<file path="config.mk">
export PLATFORM = sky130hd
export DESIGN_NAME = sm_dbg_ctrl
export DESIGN_NICKNAME = d
export VERILOG_FILES = /design/src/rtl/sm_dbg_ctrl.sv
export SDC_FILE = /design/constraint.sdc
export NUM_CORES = 1
export LEC_CHECK = 0
export ABC_AREA = 1
export BUFFER_PORTS_ARGS = -buffer_cell sky130_fd_sc_hd__buf_2
export CORE_ASPECT_RATIO = 1.1
export CORE_UTILIZATION = 40
export CTS_CLUSTER_DIAMETER = 40
export CTS_CLUSTER_SIZE = 10
export DETAILED_ROUTE_END_ITERATION = 6
export MAX_ROUTING_LAYER = met4
export PLACE_DENSITY = 0.82
export RECOVER_POWER = 50
export SLEW_MARGIN = 20
export SYNTH_ARGS = -nofsm -noshare
export SYNTH_HDL_FRONTEND = slang
export SYNTH_SLANG_ARGS = --single-unit
</file>
<file path="constraint.sdc">
create_clock -name clk -period 2.8 [get_ports clk]
set_input_delay 0.14 -clock clk [delete_from_list [all_inputs] [get_ports clk]]
set_output_delay 0.14 -clock clk [all_outputs]
set_load 0.01 [all_outputs]
</file>
<file path="src/rtl/sm_dbg_ctrl.sv">
// Debug controller: run/halt/single-step control of a CPU clock enable plus a 32-word register dump stream.
// Optional PC breakpoint is built only when SM_DBG_BREAKPOINT_EN is defined.
module sm_dbg_ctrl #(
    parameter bit RUN_ON_RESET = 1'b0
) (
    input  logic        clk,
    input  logic        rst,
    input  logic        cmd_valid,
    output logic        cmd_ready,
    input  logic [1:0]  cmd_op,
    output logic        cpu_en,
    input  logic [31:0] pc,
    output logic [4:0]  regAddr,
    input  logic [31:0] regData,
    output logic        dump_valid,
    input  logic        dump_ready,
    output logic [4:0]  dump_addr,
    output logic [31:0] dump_data,
    output logic        dump_last,
    output logic        halted,
    input  logic        bp_en,
    input  logic [31:0] bp_addr,
    output logic        bp_hit
);
    localparam logic [1:0] OP_RUN  = 2'b00;
    localparam logic [1:0] OP_HALT = 2'b01;
    localparam logic [1:0] OP_STEP = 2'b10;
    localparam logic [1:0] OP_DUMP = 2'b11;

    typedef enum logic [2:0] {
        S_HALT,
        S_RUN,
        S_STEP,
        S_DUMP_RD,
        S_DUMP_OUT
    } state_t;

    state_t      state_reg;
    logic [4:0]  index_reg;
    logic        dump_valid_reg;
    logic [4:0]  dump_addr_reg;
    logic [31:0] dump_data_reg;
    logic        cmd_fire;
    logic        bp_fire;

`ifdef SM_DBG_BREAKPOINT_EN
    logic skip_reg;
    logic bp_hit_reg;

    // Skip lets a resumed RUN execute the instruction sitting at the breakpoint.
    assign bp_fire = (state_reg == S_RUN) && bp_en && (pc == bp_addr) && !skip_reg;
    assign bp_hit  = bp_hit_reg;
`else
    logic unused_bp;

    assign bp_fire   = 1'b0;
    assign bp_hit    = 1'b0;
    assign unused_bp = ^{bp_en, bp_addr, pc};
`endif

    assign cmd_ready  = (state_reg == S_HALT) || (state_reg == S_RUN);
    assign cmd_fire   = cmd_valid && cmd_ready;
    assign cpu_en     = (state_reg == S_STEP) || ((state_reg == S_RUN) && !bp_fire);
    assign halted     = (state_reg == S_HALT);
    assign regAddr    = (state_reg == S_DUMP_RD) ? index_reg : 5'd0;
    assign dump_valid = dump_valid_reg;
    assign dump_addr  = dump_addr_reg;
    assign dump_data  = dump_data_reg;
    assign dump_last  = dump_valid_reg && (dump_addr_reg == 5'd31);

    always_ff @(posedge clk) begin
        if (rst) begin
            state_reg      <= RUN_ON_RESET ? S_RUN : S_HALT;
            index_reg      <= 5'd0;
            dump_valid_reg <= 1'b0;
            dump_addr_reg  <= 5'd0;
            dump_data_reg  <= 32'd0;
`ifdef SM_DBG_BREAKPOINT_EN
            skip_reg       <= 1'b0;
            bp_hit_reg     <= 1'b0;
`endif
        end else begin
            case (state_reg)
                S_HALT: begin
                    if (cmd_fire) begin
                        case (cmd_op)
                            OP_RUN: begin
                                state_reg  <= S_RUN;
`ifdef SM_DBG_BREAKPOINT_EN
                                skip_reg   <= 1'b1;
                                bp_hit_reg <= 1'b0;
`endif
                            end
                            OP_STEP: begin
                                state_reg  <= S_STEP;
`ifdef SM_DBG_BREAKPOINT_EN
                                bp_hit_reg <= 1'b0;
`endif
                            end
                            OP_DUMP: begin
                                state_reg <= S_DUMP_RD;
                                index_reg <= 5'd0;
                            end
                            default: state_reg <= S_HALT;
                        endcase
                    end
                end
                S_RUN: begin
`ifdef SM_DBG_BREAKPOINT_EN
                    skip_reg <= 1'b0;
`endif
                    if (bp_fire) begin
                        state_reg  <= S_HALT;
`ifdef SM_DBG_BREAKPOINT_EN
                        bp_hit_reg <= 1'b1;
`endif
                    end else if (cmd_fire && (cmd_op == OP_HALT)) begin
                        state_reg <= S_HALT;
                    end
                end
                S_STEP: state_reg <= S_HALT;
                S_DUMP_RD: begin
                    dump_data_reg  <= regData;
                    dump_addr_reg  <= index_reg;
                    dump_valid_reg <= 1'b1;
                    state_reg      <= S_DUMP_OUT;
                end
                S_DUMP_OUT: begin
                    if (dump_ready) begin
                        dump_valid_reg <= 1'b0;
                        if (index_reg == 5'd31) begin
                            state_reg <= S_HALT;
                        end else begin
                            index_reg <= index_reg + 5'd1;
                            state_reg <= S_DUMP_RD;
                        end
                    end
                end
                default: state_reg <= S_HALT;
            endcase
        end
    end
endmodule

</file>
# == Yosys cells after proc, flatten, opt, wreduce, memory -nomap -nowiden ==
# Cells that the tools add are included.
# word_totals
word_cells,46
inputBits,103
latch_bits,0
rom_bits,0
ram_bits,0
out_inout_bits,48
reg_bits,46
n_memories,0
# classes
shift,0
mux,14
n_eq_ne,14
bitwise,0
reduce_logical,12
multipliers,0
div,0
magnitude_cmp,0
n_addsub,1
# op_table
operator,n
5-bit 2-to-1 mux,5
3-bit one-hot mux with 4 select lines,1
5-bit == test (second input constant),2
5-bit one-hot mux with 2 select lines,1
3-bit 2-to-1 mux,3
3-bit by 2-bit == test with 1-bit output (second input constant),2
2-bit by 1-bit inequality test with 1-bit output (second input constant),3
2-bit one-hot mux with 3 select lines,1
5-bit by 1-bit adder with 5-bit output (second input constant),1
5-bit AND reduction,1
2-bit == test (second input constant),2
2-bit inequality test (second input constant),2
2-bit nonzero test,2
3-bit by 1-bit == test with 1-bit output (second input constant),1
3-bit == test (second input constant),1
1-bit logical AND,3
3-bit zero test,1
3-bit AND reduction,1
2-bit by 1-bit == test with 1-bit output (second input constant),1
2-bit zero test,1
1-bit logical OR,2
2-bit 2-to-1 mux,1
1-bit one-hot mux with 2 select lines,1
2-bit AND reduction,1
1-bit 2-to-1 mux,1

# == Logic depth before layout (Yosys ltp) ==
# Gate-level depths: netlist of the first run.
# logic_depth
word_depth,6
mapped_depth,9
depth_no_buf,9

# == Least setup slack after synthesis of the first run ==
# Ideal clock, no wire load.
# synth_timing
path_kind,register to register
startpoint,register index_reg[0]
endpoint,register index_reg[0]
path_buffers,0
period_less_slack_ns,1.345
setup_ns,0.123
path_stages_with_launch,10
arrival_ns,1.222
path_slack_ns,1.455
t_required_ns,2.677
cell_sequence,dfxtp_1 > ha_1 > nand2_1 > nor2_1 > ha_1 > inv_1 > nand4_1 > inv_1 > o21ai_0 > a21oi_1
# synth_between
elab_chain_cells,4
word_cells_on_any_way,7
cone_classes,1 x add/sub; 2 x eq/ne; 3 x mux; 1 x reduce/logical
# synth_lines
item,line,source
"start, declared",39,logic [4:0] index_reg;
"start signal, assigned",134,index_reg <= index_reg + 5'd1;
5-bit by 1-bit adder with 5-bit output,134,
5-bit 2-to-1 mux,131,if (index_reg == 5'd31) begin
5-bit 2-to-1 mux,129,if (dump_ready) begin
5-bit one-hot mux with 2 select lines,83,case (state_reg)
# Parallel ways exist; a longest one is shown, timed or not. The select of a mux whose other input is x is not followed.
# A chain may end at the register's enable or synchronous reset.

# == Final worst setup path of the first run ==
# layout_timing
startpoint,register state_reg[2]
endpoint,"register dump_addr_reg[4], in the netlist dump_addr[4]"
# layout_between
elab_chain_cells,1
# layout_lines
item,line,source
"start, declared",38,state_t state_reg;
"start signal, assigned",73,state_reg <= RUN_ON_RESET ? S_RUN : S_HALT;
3-bit by 2-bit == test with 1-bit output,83,
"end signal, assigned",124,dump_addr_reg <= index_reg;
"end, declared",41,logic [4:0] dump_addr_reg;
# Every way passes these cells.

==> flow_summary.yaml, run 1 <==
floorplan:
  die_area_um2: 5100
  die_h_um: 74.8
  ios: 151
  die_w_um: 68.2
  core_area_um2: 4650
  initial_utilization: 0.414
  num_rows: 26
critical_path:
  endpoint_kind: "register"
  cp_num_buf_inv: 1
  required_ns: 3.03
  critical-path-top-delay-family: "buffers and inverters"
  critical_path.max_fanout: 39
  path_cells: "nor2_1 > inv_1 > nand2_1 > a21oi_1"
  critical_path_class: "register to register"
  start_kind: "register"
  cp.arrival_ns: 2.14
  crit_path_max_incr_delay_ns: 0.98
  cpMaxStageDelayCell: "inv_1"
sta:
  slew_viol_final: 0
  final_hold_viol_count: 0
  tightest_slew_ns: 1.36
  final.setup.tns_ns: 0
  slew_headroom: 0.0924
  setup_violations: 0
  final.period_utilization: 0.682
  layout_min_cycle_time_ns: 1.91
  grt_setup_unrepaired: "false"
  timing.fmax_mhz: 523
  skew_ns: 0.00470
placed_design:
  port_buffers: 84
  place_area_um2: 2320
  gp_congestion: 0.823
  place_hpwl_mm: 3.00
worst_hold_path:
  hold_class: "input port to register"
synthesis:
  synth_flop_cell: "dfxtp_1"
  synthArstFlopShare: 0
  yosysWarnings: 0
  synth_area_per_cell_um2: 7.53
  synthTopCellsByArea: "dfxtp_1 (48%), nor2_1 (12%), o21ai_1 (8.1%)"
  synth_commonest_cells: "nor2_1 (64), dfxtp_1 (46), nand2_1 (36), o21ai_1 (31), inv_1 (18)"
  yosysTopAreaCell: "dfxtp_1"
  synth_edf_count: 0
  syn-cell-area_um2: 1930
  synth_top_area_frac: 0.478
  yosysSeqAreaShare: 0.478
  synthCells: 256
  syn_nets: 364
  yosysUniqueCellTypes: 21
  synth-seq-cells: 46
  synth_most_common_cell: "nor2_1"
power:
  ir_drop_uv: 260
  cellLeakagePower_uw: 0.00113
  p_per_area_nw_per_um2: 513
routing:
  avgViaCountPerCell: 4.69
  dr.pass1.iters: 4
  drcViolationCount: 0
  wl_per_cell_um: 11.0
  wirelength_mm: 4.31
  drt_iter0_markers: 62
  ant_nets: 0
  vias: 1839
cts:
  htreeDepth: 2
  cts_setup_buffers: 0
  root_buffer: "clkbuf_8"
  postCtsResizedCells: 0
  path_clk_slew_ns: 0.08
  cts.path.max_buffers: 2
  numCtsBuffers: 5
  clk_latency_ns: 0.29
  numClockSinks: 46
  post_cts_hold_buffer_count: 0
  cts_tree: "built"
global_route:
  track_usage: 0.174
  gr-total-overflow: 0
  grt_pass1_vias: 1556
  grt_antenna_before_repair: 0
  grt_max_degree: 40
  grt_pass1_wl_mm: 6.49
finish:
  largest_reg_flops: 32
  stdcell_area_um2: 2360
  area_growth_pct: 22.7
  insertedDiodeCount: 0
  final_nets: 443
  drive_above_1_share: 0.199
  post-route-util: 0.508
job:
  drv_cap: 0
outcome:
  status: "complete, no violations"
==> kinds of logic (layout without fill, tap and decap cells) <==
group / count (synthesis) / count (layout) / share of synthesized area
flops: 46 / 46 / 0.478
other cells: 1 / 1 / 0.00195
compound gates: 49 / 49 / 0.131
buf+inv: 32 / 112 / 0.0890
simple gates: 123 / 123 / 0.268
fa+ha+maj: 5 / 5 / 0.0325
==> worst min-delay path, stage by stage <==
cell and delay, ns:
buf_2 0.07, nor2_1 0.03, nor2_1 0.08
==> cells in the final DEF (no fill, tap or decap), drive strengths merged <==
| cell type | count |
|---|---|
| buf | 43 |
| conb | 1 |
| inv | 19 |
| clkinv | 1 |
| dfxtp | 46 |
| clkinvlp | 1 |
| nand4 | 3 |
| a21oi | 13 |
| o21ai | 36 |
| nand3 | 5 |
| clkbuf | 48 |
| nand2 | 39 |
| ha | 5 |
| nor2 | 75 |
| or2 | 1 |
==> metrics by stage <==
stage                     hold WS [ns]  worst slack, ns  instances  power [µW]
after detailed placement         0.367             1.22        384         816
after global placement           0.363             1.33        384         813
final                           0.0656            0.890        392        1210
after CTS                       0.0546            0.997        392        1240
after global routing            0.0682            0.660        392        1280
after floorplan                  0.209             1.45        256         764
==> area by class of cell <==
cell class	count	area, µm²
timing repair buffer	85	375
clock buffer	6	82.6
sequential	46	921
fill	482	2290
inverter	19	71.3
multi-input combinational	178	832
clock inverter	2	12.5
tap	56	70.1
==> report_power, final <==
group	total (µW)	leakage, µW	switching, µW	internal [µW]
combinational	118	0.000710	71.6	46.2
clock	416	0.0000472	218	199
sequential	679	0.000371	9.58	669
==> worst paths after layout <==
| path | from | cells past startpoint | to | slack (ns) |
|---|---|---|---|---|
| worst min-delay path | regData[10] | 3 | dump_data[10] | 0.07 |
| worst min register to register | dump_addr[1] | 2 | dump_addr[1] | 0.49 |
| worst max register to register | state_reg[2] | 4 | dump_addr[4] | 0.89 |
| worst max-delay path | state_reg[2] | 4 | dump_addr[4] | 0.89 |
==> routing by layer <==
| layer | part of all wire | track usage | up-vias |
|---|---|---|---|
| met2 | 0.48 | 0.301 | 58 |
| met3 | 0.060 | 0.0470 | 4 |
| li1 | - | - | 961 |
| met4 | 0.0072 | 0.0648 | 0 |
| met5 | 0 | - | - |
| met1 | 0.45 | 0.188 | 816 |
Note: power is estimated with default switching activity, not from simulation.
==> run 2, diff against run 1 <==
--- a/config.mk
+++ b/config.mk
@@ -5,15 +5,15 @@
 export SDC_FILE = /design/constraint.sdc
 export NUM_CORES = 1
 export LEC_CHECK = 0
-export ABC_AREA = 1
+export ABC_AREA = 0
 export BUFFER_PORTS_ARGS = -buffer_cell sky130_fd_sc_hd__buf_2
 export CORE_ASPECT_RATIO = 1.1
-export CORE_UTILIZATION = 40
+export CORE_UTILIZATION = 39
 export CTS_CLUSTER_DIAMETER = 40
 export CTS_CLUSTER_SIZE = 10
 export DETAILED_ROUTE_END_ITERATION = 6
 export MAX_ROUTING_LAYER = met4
-export PLACE_DENSITY = 0.82
+export PLACE_DENSITY = 0.81
 export RECOVER_POWER = 50
 export SLEW_MARGIN = 20
 export SYNTH_ARGS = -nofsm -noshare
==> constraint.sdc (replaced) <==
create_clock -name clk -period 1.8 [get_ports clk]
set_input_delay 0.09 -clock clk [delete_from_list [all_inputs] [get_ports clk]]
set_output_delay 0.09 -clock clk [all_outputs]
set_load 0.01 [all_outputs]
==> flow_summary.yaml, run 2 <==
finish:
  area_growth_pct: 28.7
  stdcell_area_um2: 2410
  insertedDiodeCount: 0
  final_nets: 429
  largest_reg_flops: 32
  fill_cells: 467
  seq_area_um2: 921
  drive_above_1_share: 0.209
  layout_commonest_cell: "nand2_1"
  multi_input_area_um2: 838
  final_cell_mix: "nand2_1 (75), dfxtp_1 (46), buf_2 (46)"
critical_path:
  r2r_slack_ns: 0.10
  start_kind: "register"
  path_cells: "ha_1 > and3_1 > ha_1 > nand2b_4 > or2_2 > o32ai_1"
  critical-path-top-delay-family: "simple AND/OR/NAND/NOR gates"
  critical_path.max_fanout: 9
  crit_top_cell: "ha_1"
  cpMaxStageDelayCell: "dfxtp_1"
  critical_path_class: "register to register"
  endpoint_kind: "register"
  required_ns: 2.00
  cp_num_buf_inv: 0
  rr_endpoint: "index_reg[4]"
  r2r-start: "index_reg[0]"
  reg2reg_depth: 6
  cp.arrival_ns: 1.89
  crit_path_max_incr_delay_ns: 0.32
cts:
  cts_tree: "built"
  htreeDepth: 2
  clk_latency_ns: 0.28
  post_cts_hold_buffer_count: 0
  cts.path.max_buffers: 2
  numClockSinks: 46
  path_clk_slew_ns: 0.08
  numCtsBuffers: 5
  root_buffer: "clkbuf_8"
synthesis:
  synth.mux.area_fraction: 0
  synthArstFlopShare: 0
  yosysWarnings: 0
  synth_top_area_frac: 0.493
  yosysSeqAreaShare: 0.493
  yosysUniqueCellTypes: 36
  synth_edf_count: 0
  synthCells: 237
  synth_flop_cell: "dfxtp_1"
  synth-simple-area-share: 0.216
  synthTopCellsByArea: "dfxtp_1 (49%), nand2_1 (15%), a21oi_1 (10%)"
  synth_fa_ha_area_frac: 0.0335
  yosysTopAreaCell: "dfxtp_1"
  synth_compound_area_frac: 0.185
  synth-seq-cells: 46
  syn_nets: 345
  syn-cell-area_um2: 1870
  synth_most_common_cell: "nand2_1"
  synth_commonest_cells: "nand2_1 (75), dfxtp_1 (46), a21oi_1 (39), clkbuf_1 (13), inv_1 (12)"
  synth_area_per_cell_um2: 7.89
  synth_top_family_by_area: "simple AND/OR/NAND/NOR gates"
  synthXorXnorAreaFrac: 0.00469
sta:
  timing.fmax_mhz: 590
  layout_min_cycle_time_ns: 1.70
  final.period_utilization: 0.942
  final.setup.tns_ns: 0
  grt_setup_unrepaired: "false"
  setup_violations: 0
  slew_viol_final: 0
  final_hold_viol_count: 0
  skew_ns: 0.00266
power:
  cellLeakagePower_uw: 0.000975
  comb_power_share: 0.091
  p_sw_frac: 0.226
  ir_drop_uv: 283
  p_total_uw: 1770
  p_int_uw: 1370
  p_switching_uw: 399
  power_frac_seq: 0.585
  pwr-share-clk: 0.324
  p_per_area_nw_per_um2: 735
global_route:
  top_usage_layer: "met2"
  use_met2: 0.277
  grt_antenna_before_repair: 0
  grt_pass1_wl_mm: 6.29
  grtUsageMet3: 0.0515
  gr-total-overflow: 0
  track_usage: 0.171
  gr-usage-met1: 0.201
  grt_pass1_vias: 1454
  grt_max_degree: 27
routing:
  avgViaCountPerCell: 4.79
  wl_per_cell_um: 11.3
  drcViolationCount: 0
  wirelength_mm: 4.24
  vias: 1804
  ant_nets: 0
  dr.pass1.iters: 4
  drt_iter0_markers: 43
floorplan:
  core_area_um2: 4620
  die_area_um2: 5070
  ios: 151
  initial_utilization: 0.405
  num_rows: 26
  die_w_um: 68.0
  die_h_um: 74.6
worst_hold_path:
  hold_path_end: "dump_data[10]"
  holdPathStages: 3
  hp-start: "regData[10]"
  hold_class: "input port to register"
placed_design:
  gp_congestion: 0.846
  place_area_um2: 2360
  place_hpwl_mm: 3.11
  port_buffers: 84
job:
  drv_cap: 0
outcome:
  status: "complete, no violations"
==> run 2: timing repair <==
item | CTS | global route
hold endpoints to repair | 0 | 0
resized for setup | 1 | 4
setup buffers | 0 | 0
setup endpoints to repair | 1 | 6
==> run 2: routing by layer <==
layer | vias up | wire length (µm)
met5 | - | 0
met1 | 793 | 1970
met4 | 0 | 52
li1 | 945 | -
met2 | 61 | 1920
met3 | 5 | 304
==> run 2: worst max path at each step <==
stage,startpoint,end,slack (ns),depth (start not counted)
global placement,index_reg[0],index_reg[4],0.05,6
floorplan,index_reg[0],index_reg[2],0.12,6
finish,index_reg[0],index_reg[4],0.10,6
CTS,index_reg[0],index_reg[4],0.03,6
global route,index_reg[0],state_reg[1],0.009,5
detailed placement,index_reg[0],index_reg[4],0.02,6
==> run 2: cell families (layout without fill, tap and decap cells) <==
| kind of cell | after synthesis | after routing |
|---|---|---|
| AO/OA/AOI/OAI | 59 | 59 |
| adder cells (fa/ha/maj) | 5 | 5 |
| XOR/XNOR | 1 | 1 |
| AND/OR/NAND/NOR | 95 | 95 |
| buffers and inverters | 30 | 114 |
| other | 1 | 1 |
| flip-flops | 46 | 46 |
==> run 2: worst register-to-register path, stage by stage (launching register included) <==
cell and delay (ns):
dfxtp_1 0.32, ha_1 0.21, and3_1 0.18, ha_1 0.20, nand2b_4 0.18, or2_2 0.29, o32ai_1 0.22
==> run 2: per-stage QoR <==
stage / hold slack [ns] / worst slack, ns / utilization / cells
after floorplan: 0.226 / 0.121 / - / 237
after global placement: 0.331 / 0.0505 / 0.511 / 370
after detailed placement: 0.336 / 0.0179 / 0.511 / 370
after CTS: 0.0262 / 0.0269 / 0.528 / 377
after global routing: 0.0293 / 0.00886 / 0.521 / 377
final: 0.0329 / 0.105 / 0.521 / 377
==> run 2: power by group through the flow <==
stage	clock (µW)	combinational [µW]	sequential, µW
6_report	572	161	1030
5_1_grt	645	180	1040
4_1_cts	590	158	1030
3_5_place_dp	0	157	1060
3_3_place_gp	0	154	1060
2_1_floorplan	0	77.1	1060
==> run 2: cell type report <==
class,count,share of cell area
sequential,46,0.383
multi-input combinational,161,0.348
timing repair buffer,95,0.189
clock buffer,7,0.0317
tap,56,0.0291
inverter,12,0.0187
